## config.mk

```make
export PLATFORM = sky130hd
export DESIGN_NAME = rectangle128_skey_fetch
export DESIGN_NICKNAME = d
export VERILOG_FILES = /design/src/rtl/rectangle128_pkg.sv /design/src/rtl/rectangle128_skey_buf.sv /design/src/rtl/rectangle128_skey_fetch.sv
export SDC_FILE = /design/constraint.sdc
export NUM_CORES = 1
export LEC_CHECK = 0
export BUFFER_PORTS_ARGS = -buffer_cell sky130_fd_sc_hd__clkbuf_2
export CAP_MARGIN = 10
export CORE_ASPECT_RATIO = 1.2
export CORE_MARGIN = 2
export CORE_UTILIZATION = 57
export DETAILED_ROUTE_END_ITERATION = 10
export GPL_TIMING_DRIVEN = 0
export PLACE_DENSITY_LB_ADDON = 0.2
export SLEW_MARGIN = 10
export SYNTH_ARGS = -nofsm -noshare
export SYNTH_HDL_FRONTEND = slang
export SYNTH_SLANG_ARGS = --single-unit
```

## constraint.sdc

```tcl
create_clock -name Clk -period 11 [get_ports Clk]
set_input_delay 2.75 -clock Clk [delete_from_list [all_inputs] [get_ports Clk]]
set_output_delay 2.75 -clock Clk [all_outputs]
set_load 0.01 [all_outputs]
```

## src/rtl/rectangle128_pkg.sv

```systemverilog
// rectangle128_pkg
//   Shared constants and types for the RECTANGLE128 round-key read path.
//   RECT_NUM_KEYS : round keys in one schedule (25 rounds + final whitening)
//   RECT_KEY_W    : width of one round key
//   RECT_ADDR_W   : width of a key-memory address
//   skey_fetch_state_t : state encoding of the key fetch sequencer
package rectangle128_pkg;

    localparam int RECT_NUM_KEYS = 26;
    localparam int RECT_KEY_W    = 64;
    localparam int RECT_ADDR_W   = 5;

    typedef enum logic [1:0] {
        IDLE      = 2'd0,
        WAIT_SKEY = 2'd1,
        FETCH     = 2'd2,
        DRAIN     = 2'd3
    } skey_fetch_state_t;

endpackage

```

## src/rtl/rectangle128_skey_buf.sv

```systemverilog
// rectangle128_skey_buf
//   Small synchronous FIFO used as the round-key prefetch buffer.
//   Ports:
//     clk, rst_n : clock, asynchronous active-low reset
//     flush      : drop all contents (takes priority over push/pop)
//     push       : write push_data at the tail
//     push_data  : data to write
//     pop        : remove the head entry (ignored when empty)
//     head       : current head entry (meaningless when empty)
//     empty      : no entries stored
//     count      : number of stored entries
//   Push and pop in the same cycle are allowed, also when full.
module rectangle128_skey_buf #(
    parameter int DEPTH = 2,
    parameter int W     = 64,
    localparam int CNT_W = $clog2(DEPTH + 1)
) (
    input  logic             clk,
    input  logic             rst_n,
    input  logic             flush,
    input  logic             push,
    input  logic [W-1:0]     push_data,
    input  logic             pop,
    output logic [W-1:0]     head,
    output logic             empty,
    output logic [CNT_W-1:0] count
);

    localparam int PTR_W = (DEPTH > 1) ? $clog2(DEPTH) : 1;
    localparam logic [PTR_W-1:0] LAST_PTR = PTR_W'(DEPTH - 1);

    logic [W-1:0]     mem [DEPTH];
    logic [PTR_W-1:0] rd_ptr;
    logic [PTR_W-1:0] wr_ptr;
    logic             do_push;
    logic             do_pop;

    // Pointers wrap explicitly so DEPTH need not be a power of two.
    function automatic logic [PTR_W-1:0] ptr_inc(input logic [PTR_W-1:0] p);
        return (p == LAST_PTR) ? '0 : p + PTR_W'(1);
    endfunction

    assign empty   = (count == '0);
    assign do_pop  = pop && !empty;
    // When full, a simultaneous pop frees the slot the write lands in.
    assign do_push = push && ((count != CNT_W'(DEPTH)) || do_pop);
    assign head    = mem[rd_ptr];

    always_ff @(posedge clk or negedge rst_n) begin
        if (!rst_n) begin
            rd_ptr <= '0;
            wr_ptr <= '0;
            count  <= '0;
        end else if (flush) begin
            rd_ptr <= '0;
            wr_ptr <= '0;
            count  <= '0;
        end else begin
            if (do_push) wr_ptr <= ptr_inc(wr_ptr);
            if (do_pop)  rd_ptr <= ptr_inc(rd_ptr);
            case ({do_push, do_pop})
                2'b10:   count <= count + CNT_W'(1);
                2'b01:   count <= count - CNT_W'(1);
                default: ;
            endcase
        end
    end

    // Storage needs no reset: head is only looked at when not empty.
    always_ff @(posedge clk) begin
        if (do_push) mem[wr_ptr] <= push_data;
    end

endmodule

```

## src/rtl/rectangle128_skey_fetch.sv

```systemverilog
// rectangle128_skey_fetch
//   Read-side sequencer for the RECTANGLE128 round-key memory. After a Start
//   it walks the stored round keys (ascending for encryption, descending for
//   decryption), prefetches them into a small buffer and hands them to the
//   cipher core one per cycle.
//   Ports:
//     Clk, RstN      : clock, asynchronous active-low reset
//     Start          : one-cycle pulse, begins a sequence (accepted in IDLE only)
//     Encrypt        : sampled with Start; 1 = ascending, 0 = descending
//     skey_ready     : key memory holds a complete schedule
//     RAddr          : registered key-memory read address
//     KeyIn          : key-memory read data, valid RD_LAT cycles after RAddr
//     roundKey       : head-of-buffer round key (0 when no key is valid)
//     roundKeyValid  : roundKey is valid
//     roundIdx       : logical round number of roundKey, always counts up
//     lastKey        : roundKeyValid and roundIdx == NUM_KEYS-1
//     Next           : core consumes roundKey this cycle
//     busy           : sequence in progress
//     done           : one-cycle pulse after the last key was consumed
//     abort          : one-cycle pulse when skey_ready dropped mid-sequence
//     dbg_state      : current sequencer state
//
//   Output handshake: a key is transferred on every rising edge where
//   roundKeyValid=1 and Next=1. roundKey/roundIdx stay stable while
//   roundKeyValid=1 and Next=0. Next is ignored when roundKeyValid=0.
//
//   RD_LAT must be 1..2 and BUF_DEPTH at least RD_LAT+1.
module rectangle128_skey_fetch
    import rectangle128_pkg::*;
#(
    parameter int NUM_KEYS  = RECT_NUM_KEYS,
    parameter int RD_LAT    = 1,
    parameter int BUF_DEPTH = 2
) (
    input  logic                   Clk,
    input  logic                   RstN,
    input  logic                   Start,
    input  logic                   Encrypt,
    input  logic                   skey_ready,
    output logic [RECT_ADDR_W-1:0] RAddr,
    input  logic [RECT_KEY_W-1:0]  KeyIn,
    output logic [RECT_KEY_W-1:0]  roundKey,
    output logic                   roundKeyValid,
    output logic [RECT_ADDR_W-1:0] roundIdx,
    output logic                   lastKey,
    input  logic                   Next,
    output logic                   busy,
    output logic                   done,
    output logic                   abort,
    output skey_fetch_state_t      dbg_state
);

    localparam int CNT_W = $clog2(BUF_DEPTH + 1);
    localparam logic [RECT_ADDR_W-1:0] TOP_ADDR = RECT_ADDR_W'(NUM_KEYS - 1);

    skey_fetch_state_t      state;
    skey_fetch_state_t      state_nxt;
    logic                   enc_q;
    logic [RD_LAT-1:0]      pipe;
    logic [RECT_KEY_W-1:0]  buf_head;
    logic                   buf_empty;
    logic [CNT_W-1:0]       buf_count;

    logic                   pop;
    logic                   push;
    logic                   load_first;
    logic                   issue;
    logic                   flush;
    logic                   done_set;
    logic                   abort_set;
    logic                   start_acc;
    logic                   credit_ok;
    logic                   first_dir;
    int                     inflight;
    logic [RECT_ADDR_W-1:0] first_addr;
    logic [RECT_ADDR_W-1:0] next_addr;
    logic [RECT_ADDR_W-1:0] last_addr;

    // ---------------------------------------------------------------
    // Prefetch buffer
    // ---------------------------------------------------------------
    rectangle128_skey_buf #(
        .DEPTH (BUF_DEPTH),
        .W     (RECT_KEY_W)
    ) u_buf (
        .clk       (Clk),
        .rst_n     (RstN),
        .flush     (flush),
        .push      (push),
        .push_data (KeyIn),
        .pop       (pop),
        .head      (buf_head),
        .empty     (buf_empty),
        .count     (buf_count)
    );

    assign roundKeyValid = !buf_empty;
    assign roundKey      = roundKeyValid ? buf_head : '0;
    assign lastKey       = roundKeyValid && (roundIdx == TOP_ADDR);
    assign busy          = (state != IDLE);
    assign dbg_state     = state;

    assign pop  = Next && roundKeyValid;
    assign push = pipe[RD_LAT-1] && !flush;

    // ---------------------------------------------------------------
    // Address arithmetic
    // ---------------------------------------------------------------
    // In IDLE the direction is not latched yet, so take it from the port.
    assign first_dir  = (state == IDLE) ? Encrypt : enc_q;
    assign first_addr = first_dir ? '0 : TOP_ADDR;
    assign next_addr  = enc_q ? (RAddr + RECT_ADDR_W'(1)) : (RAddr - RECT_ADDR_W'(1));
    assign last_addr  = enc_q ? TOP_ADDR : '0;
    assign start_acc  = (state == IDLE) && Start;

    // ---------------------------------------------------------------
    // Credit: every buffer slot is owned either by a stored key or by a
    // read in flight. A pop this cycle frees a slot in time for a read
    // issued now, which keeps one key per cycle with Next held high.
    // ---------------------------------------------------------------
    always_comb begin
        inflight = 0;
        for (int i = 0; i < RD_LAT; i++) begin
            inflight = inflight + int'(pipe[i]);
        end
    end

    assign credit_ok = (int'(buf_count) + inflight) < (BUF_DEPTH + int'(pop));

    // ---------------------------------------------------------------
    // Sequencer FSM
    // ---------------------------------------------------------------
    always_ff @(posedge Clk or negedge RstN) begin
        if (!RstN) state <= IDLE;
        else       state <= state_nxt;
    end

    always_comb begin
        state_nxt  = state;
        load_first = 1'b0;
        issue      = 1'b0;
        flush      = 1'b0;
        done_set   = 1'b0;
        abort_set  = 1'b0;
        unique case (state)
            IDLE: begin
                if (Start) begin
                    if (skey_ready) begin
                        load_first = 1'b1;
                        state_nxt  = FETCH;
                    end else begin
                        state_nxt  = WAIT_SKEY;
                    end
                end
            end
            WAIT_SKEY: begin
                if (skey_ready) begin
                    load_first = 1'b1;
                    state_nxt  = FETCH;
                end
            end
            FETCH: begin
                if (!skey_ready) begin
                    flush     = 1'b1;
                    abort_set = 1'b1;
                    state_nxt = IDLE;
                end else if (credit_ok) begin
                    issue = 1'b1;
                    if (next_addr == last_addr) state_nxt = DRAIN;
                end
            end
            DRAIN: begin
                // All reads are issued; the last key popping implies the
                // buffer and pipe are already empty.
                if (!skey_ready) begin
                    flush     = 1'b1;
                    abort_set = 1'b1;
                    state_nxt = IDLE;
                end else if (pop && (roundIdx == TOP_ADDR)) begin
                    done_set  = 1'b1;
                    state_nxt = IDLE;
                end
            end
            default: state_nxt = IDLE;
        endcase
    end

    // ---------------------------------------------------------------
    // Datapath registers
    // ---------------------------------------------------------------
    always_ff @(posedge Clk or negedge RstN) begin
        if (!RstN) begin
            RAddr    <= '0;
            enc_q    <= 1'b1;
            roundIdx <= '0;
            done     <= 1'b0;
            abort    <= 1'b0;
        end else begin
            done  <= done_set;
            abort <= abort_set;
            if (start_acc) enc_q <= Encrypt;
            if (load_first)  RAddr <= first_addr;
            else if (issue)  RAddr <= next_addr;
            if (start_acc || abort_set) roundIdx <= '0;
            else if (pop)               roundIdx <= roundIdx + RECT_ADDR_W'(1);
        end
    end

    // Reads-in-flight tracker: bit k set means a read issued k+1 cycles ago.
    if (RD_LAT == 1) begin : g_pipe_1
        always_ff @(posedge Clk or negedge RstN) begin
            if (!RstN)      pipe <= '0;
            else if (flush) pipe <= '0;
            else            pipe <= load_first || issue;
        end
    end else begin : g_pipe_n
        always_ff @(posedge Clk or negedge RstN) begin
            if (!RstN)      pipe <= '0;
            else if (flush) pipe <= '0;
            else            pipe <= {pipe[RD_LAT-2:0], (load_first || issue)};
        end
    end

endmodule

```

==> results of run 1 <==
## cells by family (layout without fill, tap and decap cells)
family	Yosys count	count (layout)	synth area share, %
AO/OA/AOI/OAI	24	24	2.63
XOR/XNOR	11	11	1.62
adder cells (fa/ha/maj)	8	8	1.81
buffers and inverters	24	208	1.62
flip-flops	148	148	73.2
multiplexers	67	67	11.3
AND/OR/NAND/NOR	110	110	7.80
## stage by stage
step | worst slack [ns] | instances | utilization, %
2_1_floorplan | 4.88 | 392 | -
3_3_place_gp | 3.22 | 668 | 68.0
3_5_place_dp | 6.32 | 671 | 68.8
4_1_cts | 5.86 | 702 | 74.5
5_1_grt | 5.69 | 702 | 74.5
6_report | 5.91 | 702 | 74.5
## area by class of cell
class	count	area share, %
multi-input cells	220	20.1
clock inverters	13	1.80
repair buffers	153	10.9
clock buffers	18	5.73
flip-flops and latches	148	58.0
plain buffers	14	0.785
inverters	10	0.501
well taps	126	2.10
## path summary, 6_finish.rpt
kind                                       startpoint                    endpoint  slack [ns]  cells after the start
setup / recovery           u_buf.count[0]$_DFFE_PN0P_                roundKey[57]        5.91                      5
hold / removal                   RAddr[2]$_DFFE_PN0P_        RAddr[2]$_DFFE_PN0P_        0.55                      2
setup reg to reg           u_buf.count[1]$_DFFE_PN0P_  u_buf.mem[0][43]$_DFFE_PP_        8.77                      6
hold reg to reg                  RAddr[2]$_DFFE_PN0P_        RAddr[2]$_DFFE_PN0P_        0.55                      2
max in group asynchronous                        RstN           enc_q$_DFFE_PN1P_        8.33                      1
min in group asynchronous                        RstN    dbg_state[1]$_DFFE_PN0P_        2.31                      1
## cell usage after synthesis, drive strengths merged, types with 5 or more instances
cell type | n | area, um^2
a21oi | 6 | 30.0
xnor2 | 5 | 43.8
xor2 | 6 | 52.6
clkbuf | 7 | 26.3
o21ai | 7 | 42.5
mux2i | 66 | 661
ha | 7 | 87.6
nor2 | 82 | 308
buf | 7 | 32.5
inv | 10 | 37.5
nand2 | 13 | 48.8
dfrtp | 19 | 475
edfxtp | 128 | 3840
## report_power, final
group / leakage (uW) / internal, uW / switching (uW) / total, uW
Sequential: 0.00143 / 705 / 39.9 / 745
Clock: 0.000258 / 331 / 214 / 546
Combinational: 0.00141 / 251 / 377 / 628
Total: 0.00309 / 1290 / 632 / 1920
## per-layer routing
| metal | routed length [um] | track usage (%) | up-vias |
|---|---|---|---|
| li1 | - | - | 1779 |
| met1 | 4570 | 23.8 | 1815 |
| met2 | 6320 | 38.2 | 125 |
| met3 | 725 | 6.69 | 15 |
| met4 | 188 | 8.83 | 0 |
| met5 | 0 | 0 | - |
## worst min-delay path, stage by stage (launching register included)
cell     delay (ns)
dfrtp_1        0.37
nand3_1        0.07
o21ai_0        0.07
## sequential cells by signal (all words and copies together), names as in the netlist
register / cells
enc_q: 1
roundIdx: 5
pipe: 1
u_buf.count: 2
done: 1
u_buf.rd_ptr: 1
u_buf.mem: 128
RAddr: 5
abort: 1
dbg_state: 2
u_buf.wr_ptr: 1
## placed cells by master, fill, tap and decap left out, types with 6 or more instances in the layout
| cell | n |
|---|---|
| clkbuf_16 | 17 |
| clkbuf_1 | 8 |
| inv_1 | 10 |
| mux2i_1 | 66 |
| a21oi_1 | 6 |
| ha_1 | 7 |
| edfxtp_1 | 128 |
| xor2_1 | 6 |
| dfrtp_1 | 19 |
| nand2_1 | 13 |
| clkbuf_2 | 150 |
| nor2_1 | 81 |
==> impl_metrics.toml, run 1 <==
[outcome]
status = "finished clean"

[yosys]
avgSynthCellArea_um2 = 15.1
synth_ff_type = "edfxtp_1"
syn_area_um2 = 5940
synthArstFlopShare_pct = 13.5
postSynthCellCount = 392
synth_edf_count = 128
synth_nets = 470
yosysWarnings = 0
yosysUniqueCellTypes = 34
ys_ff_latch = 148
yosysSeqAreaShare_pct = 73.2

[critical_path]
cpPeakStageDelay_ns = 0.52
crit_chain = "nor2_1 > clkbuf_1 > clkbuf_1 > nor2_1 > clkbuf_2"
cp.required_ns = 8.25
start_kind = "flip-flop"
end_kind = "output pin"
critPathKind = "reg2out"
crit_path_max_fanout = 10
critPathSlowestCell = "clkbuf_1"
critPathBufInv = 3
arrival_ns = 2.34
critPathTopFamily = "buffers and inverters"

[grt]
grt_pass1_vias = 3800
grt_overflow = 0
antenna_found_initial = 0
grt_pass1_wl_um = 18300
grt_max_degree = 43
grt.total_usage_pct = 21.3

[timing]
fmax_mhz = 197
rsz0062_at_grt = "false"
setup_tns_ns = 0
worst_slew_pin_slew_ns = 0.723
maxSlewHeadroom_pct = 51.7
hold_violations = 0
finClkSkew_ns = 0.0106
fin_crit_ns = 5.09
fin_crit_sh_pct = 46.2
slew_violations = 0
setup_viol_count_final = 0
whs_ns = 0.552

[cts]
cts_setup_buffers = 0
htreeDepth = 4
cts_tree = "done"
numClockSinks = 148
cts_root_buf = "clkbuf_16"
path_clk_slew_ns = 0.06
cts_inserted_buffers = 17
clock_path_buffers = 2
post_cts_resized = 0
hold_buffers = 0
clk_latency_ns = 0.41

[final_layout]
register_area_um2 = 4350
multi_input_area_um2 = 1510
syn_to_final_growth_pct = 26.2
drive_gt1_share_pct = 33.5
n_fill_cell = 654
antenna_cells = 0
fin_nets = 642
postLayoutCellArea_um2 = 7490

[floorplan]
start_util_pct = 59.0
core_area_um2 = 10100
die_y_um = 116
rows = 40
io_pins = 151
die_area_um2 = 11300
die_w_um = 97.2

[drt]
drtAntennaViolNets = 0
num_vias = 3734
first_pass_iters = 4
drc_errors = 0
vias_per_cell = 5.32
wirelength_um = 11800
wl_per_cell_um = 16.8
initialDrtViolationCount = 175

[place]
routabilityCongestion = 0.805
port_buffers = 150
place_area_um2 = 6930
hpwlAfterDp_um = 7820

[pwr]
powerDensity_nw_per_um2 = 256
peakVddDrop_v = 0.000147
p_leak_uw = 0.00309
finalPower_uw = 1920

[run]
drv_cap = 0

[min_path]
hold_path.class = "reg2reg"
(Power assumes the default switching activity.)
==> run 2: changes to the inputs <==
- CORE_UTILIZATION: 57 -> 48
- clock period: 11 -> 4.5 ns (I/O delays scaled with it)
==> run 2 against run 1 <==
  * Final area grew 0.80%
  * First-iteration DRC count shrank 14%
  * Non-clock buffer count is the same
  * Global-route usage shrank 3.9 points
  * Routed wire length shrank 5.1%
  * Combinational power grew 140%
  * Sequential share of layout area shrank 0.46 points
  * Sequential cell count is the same
  * Die area grew 18%
  * Critical path type unchanged
==> impl_metrics.toml, run 2 (synthesized netlist as in run 1, its figures left out) <==
[outcome]
status = "finished clean"

[grt]
grt_overflow = 0
grt.total_usage_pct = 17.4
antenna_found_initial = 0
grt_pass1_wl_um = 17800
grt_max_degree = 37
grt_pass1_vias = 3730

[final_layout]
regMostFlops = "u_buf.mem"
instances_no_fill = 738
final_cell_mix = "clkbuf_2 (150), edfxtp_1 (128), nor2_1 (81), mux2i_1 (66), dfrtp_1 (19)"
layout_commonest_cell = "clkbuf_2"
drive_gt1_share_pct = 33.8
largest_reg_flops = 128
fin_nets = 642
register_area_um2 = 4350
antenna_cells = 0
syn_to_final_growth_pct = 27.2
reg_top3 = "u_buf.mem: 128 flops, RAddr: 5 flops, roundIdx: 5 flops"
postLayoutCellArea_um2 = 7550
n_fill_cell = 978
multi_input_area_um2 = 1510

[cts]
clk_latency_ns = 0.41
clock_path_buffers = 2
cts_root_buf = "clkbuf_16"
path_clk_slew_ns = 0.06
cts_setup_buffers = 0
post_cts_resized = 0
htreeDepth = 4
hold_buffers = 0
cts_inserted_buffers = 17
cts_tree = "done"
numClockSinks = 148

[drt]
initialDrtViolationCount = 151
first_pass_iters = 4
wirelength_um = 11200
wl_per_cell_um = 15.2
drtAntennaViolNets = 0
drc_errors = 0
num_vias = 3691
vias_per_cell = 5.00

[pwr]
peakVddDrop_v = 0.000355
p_sw_share_pct = 32.9
powerDensity_nw_per_um2 = 622
p_leak_uw = 0.00311
seq_power_share_pct = 38.7
clockPowerShare_pct = 29.1
p_sw_uw = 1550
power.internal_uw = 3150
combPwrFrac_pct = 32.3

[critical_path]
critPathKind = "reg2out"
end_kind = "output pin"
cp.required_ns = 3.38
critPathTopFamily = "buffers and inverters"
start_kind = "flip-flop"
cpPeakStageDelay_ns = 0.51
reg2reg_slack_ns = 2.40
critPathBufInv = 3
critPathSlowestCell = "clkbuf_1"
crit_chain = "nor2_1 > clkbuf_1 > clkbuf_1 > nor2_1 > clkbuf_2"
timing.rr.start = "enc_q$_DFFE_PN1P_"
ff2ff_path_depth = 7
arrival_ns = 2.35
reg2reg_to = "dbg_state[0]$_DFFE_PN0P_"
crit_path_max_fanout = 10

[timing]
slew_violations = 0
fin_crit_ns = 3.47
worst_slew_pin_slew_ns = 0.723
maxSlewHeadroom_pct = 51.8
setup_viol_count_final = 0
fin_crit_sh_pct = 77.1
hold_violations = 0
finClkSkew_ns = 0.00810
rsz0062_at_grt = "false"
fmax_mhz = 288
setup_tns_ns = 0

[floorplan]
die_w_um = 106
start_util_pct = 49.0
die_y_um = 126
die_area_um2 = 13300
rows = 44
core_area_um2 = 12100
io_pins = 151

[place]
place_area_um2 = 6970
routabilityCongestion = 0.787
port_buffers = 150
hpwlAfterDp_um = 7780
dpl.cell_count = 706

[min_path]
hold_end = "RAddr[2]$_DFFE_PN0P_"
hold_path.class = "reg2reg"
holdCritStartpoint = "RAddr[2]$_DFFE_PN0P_"
worst_hold_path.num_cells = 2

[run]
drv_cap = 0
run 2: changes by cell type in the layout (fill, tap and decap cells not counted):
cell and change:
clkinv_4 +2, clkinvlp_4 -2, inv_6 +2, clkinv_1 -1
run 2: final cells by class:
| type | instances | share of cell area, % |
|---|---|---|
| inverters | 10 | 0.497 |
| well taps | 161 | 2.67 |
| flip-flops and latches | 148 | 57.6 |
| plain buffers | 14 | 0.779 |
| clock buffers | 18 | 5.68 |
| repair buffers | 153 | 10.8 |
| multi-input cells | 220 | 20.0 |
| clock inverters | 14 | 2.01 |
run 2: power by group through the flow:
stage                     logic [uW]  clock network [uW]  registers, uW
after floorplan                  959                   0           1850
after global placement          1480                   0           1860
after detailed placement        1540                   0           1840
after CTS                       1550                1390           1820
after global routing            1680                1440           1840
final                           1520                1370           1820
run 2: stage by stage:
| stage | utilization (%) | total power (uW) | hold WS [ns] | worst slack [ns] |
|---|---|---|---|---|
| floorplan | - | 2810 | 0.523 | 0.00923 |
| global placement | 56.9 | 3340 | 0.521 | -1.73 |
| detailed placement | 57.5 | 3390 | 0.548 | 1.40 |
| CTS | 62.3 | 4750 | 0.562 | 0.958 |
| global route | 62.3 | 4960 | 0.590 | 0.747 |
| finish | 62.3 | 4700 | 0.559 | 1.03 |
run 2: worst register-to-register path, cell delays in order (launching register included):
cell and delay, ns:
dfstp_2 0.57, inv_1 0.12, ha_1 0.30, a21o_1 0.18
a21oi_1 0.17, xnor2_1 0.19, mux2i_1 0.12, o41ai_1 0.34
run 2: layer usage:
layer  GRT usage (%)  part of all wire (%)  up-vias
li1                -                     -     1774
met3            4.87                   5.8       23
met4            7.89                   2.7        0
met5               0                     0        -
met2            29.6                    51      126
met1            20.6                    40     1768
run 2: how the worst max path moves through the flow:
stage	start	to	slack (ns)	cells after the start
global route	u_buf.count[0]$_DFFE_PN0P_	roundKey[46]	0.75	5
floorplan	Next	u_buf.mem[0][0]$_DFFE_PP_	0.009	3
CTS	u_buf.count[0]$_DFFE_PN0P_	roundKey[50]	0.96	5
finish	u_buf.count[0]$_DFFE_PN0P_	roundKey[42]	1.03	5
global placement	skey_ready	u_buf.mem[0][34]$_DFFE_PP_	-1.73	5
detailed placement	u_buf.count[0]$_DFFE_PN0P_	roundKey[50]	1.40	5
==> run 3: changes to the inputs <==
- clock period: 4.5 -> 2.9 ns (I/O delays scaled with it)
==> run 3 against run 2 <==
  * Worst setup slack worse by 0.83 ns
  * Critical path depth unchanged
  * Final area down 0.30%
  * Sequential share of layout area up 0.17 points
  * First-iteration DRC count up 25%
  * Total power up 53%
  * Clock-buffer cell count unchanged
  * Critical path type unchanged
  * Critical endpoint is now roundKey[25]
  * Largest power group unchanged
  * Highest routed layer unchanged
==> impl_metrics.toml, run 3 (synthesized netlist as in run 1, its figures left out) <==
[critical_path]
worstSetupStartpoint = "u_buf.count[0]$_DFFE_PN0P_"
cp.required_ns = 2.17
end_kind = "output pin"
start_kind = "flip-flop"
timing.rr.start = "enc_q$_DFFE_PN1P_"
crit_path_max_fanout = 10
arrival_ns = 1.98
critPathKind = "reg2out"

[timing]
slew_violations = 0
setup_tns_ns = 0
fin_ws_ns = 0.199
maxSlewHeadroom_pct = 52.8
setup_viol_count_final = 0
rsz0062_at_grt = "false"
worst_slew_pin_slew_ns = 0.708
fmax_mhz = 370
finClkSkew_ns = 0.0111
fin_crit_sh_pct = 93.1
hold_violations = 0
fin_crit_ns = 2.70

[grt]
grt_pass1_wl_um = 17600
grt_overflow = 0
antenna_found_initial = 0
grt_max_degree = 35
grt_pass1_vias = 3693
grt.total_usage_pct = 17.2

[pwr]
combPwrFrac_pct = 32.7
powerDensity_nw_per_um2 = 955
seq_power_share_pct = 39.3
p_sw_uw = 2380
finalPower_uw = 7190
p_leak_uw = 0.00312
power.internal_uw = 4810
p_sw_share_pct = 33.0
peakVddDrop_v = 0.000484
clockPowerShare_pct = 28.0

[cts]
clk_latency_ns = 0.41
cts_inserted_buffers = 17
htreeDepth = 4
numClockSinks = 148
cts_tree = "done"
hold_buffers = 0
clock_path_buffers = 2
cts_root_buf = "clkbuf_16"
path_clk_slew_ns = 0.06

[floorplan]
rows = 44
core_area_um2 = 12100
start_util_pct = 49.0
die_y_um = 126
io_pins = 151
die_area_um2 = 13300
die_w_um = 106

[drt]
vias_per_cell = 4.93
first_pass_iters = 4
num_vias = 3641
initialDrtViolationCount = 188
drc_errors = 0
wl_per_cell_um = 15.0
wirelength_um = 11100
drtAntennaViolNets = 0

[place]
routabilityCongestion = 0.796
pre_cts_slack_ns = 0.211
hpwlAfterDp_um = 7650
port_buffers = 150

[final_layout]
antenna_cells = 0
drive_gt1_share_pct = 35.2
fin_nets = 642
reg_top3 = "u_buf.mem: 128 flops, RAddr: 5 flops, roundIdx: 5 flops"
largest_reg_flops = 128
regMostFlops = "u_buf.mem"
finish.utilization_pct = 62.1
layout_commonest_cell = "clkbuf_2"
final_cell_mix = "clkbuf_2 (158), edfxtp_1 (128), nor2_1 (81), mux2i_1 (66), dfrtp_1 (19)"
syn_to_final_growth_pct = 26.8

[run]
drv_cap = 0

[min_path]
hold_path.class = "in2async"

[outcome]
status = "finished clean"
run 3: changes by cell type in the layout (fill, tap and decap cells not counted), sizes merged:
cell | previous run | this run
buf | 10 | 9
bufinv | 2 | 1
clkinv | 5 | 6
clkbuf | 175 | 176
run 3: layout make-up:
cell class | count | area (um^2)
multi-input cells | 220 | 1510
well taps | 161 | 201
clock inverters | 14 | 126
clock buffers | 18 | 429
fillers | 976 | 4580
inverters | 10 | 37.5
plain buffers | 14 | 68.8
repair buffers | 153 | 811
flip-flops and latches | 148 | 4350
run 3: what timing repair did:
action / in CTS / in global routing
endpoints found under the setup margin: 60 / 50
pin swaps: 0 / 0
gates resized for setup: 3 / 9
buffers inserted: 0 / 0
run 3: worst max-delay path, stage by stage (launching register included):
cell and delay, ns:
dfrtp_1 0.47, nor2_1 0.22, clkbuf_2 0.33, clkbuf_2 0.29, nor2_1 0.11, clkbuf_2 0.14
run 3: per-stage QoR:
step | cells | hold WS [ns] | area (um^2)
floorplan | 392 | 0.429 | 5940
global placement | 703 | 0.539 | 6900
detailed placement | 706 | 0.556 | 6960
CTS | 738 | 0.285 | 7520
global route | 738 | 0.313 | 7530
finish | 738 | 0.286 | 7530
run 3: worst paths after layout:
path | end | slack, ns | depth (start not counted)
setup / recovery | roundKey[25] | 0.20 | 5
hold / removal | u_buf.rd_ptr$_DFFE_PN0P_ | 0.29 | 1
setup reg to reg | dbg_state[0]$_DFFE_PN0P_ | 0.80 | 7
hold reg to reg | RAddr[2]$_DFFE_PN0P_ | 0.56 | 2
max in group asynchronous | enc_q$_DFFE_PN1P_ | 2.25 | 1
min in group Clk | u_buf.mem[0][61]$_DFFE_PP_ | 0.51 | 1
run 3: power by group through the flow:
stage | Combinational, uW | Sequential [uW] | Clock, uW
floorplan | 1490 | 2860 | 0
global placement | 2300 | 2870 | 0
detailed placement | 2370 | 2870 | 0
CTS | 2390 | 2820 | 2060
global route | 2590 | 2850 | 2140
finish | 2350 | 2820 | 2010
run 3: per-layer routing:
metal / track usage (%) / up-vias / wire (um)
met3: 6.00 / 12 / 776
li1: - / 1771 / -
met5: 0 / - / 0
met1: 19.8 / 1738 / 4360
met4: 6.58 / 0 / 130
met2: 29.6 / 120 / 5810
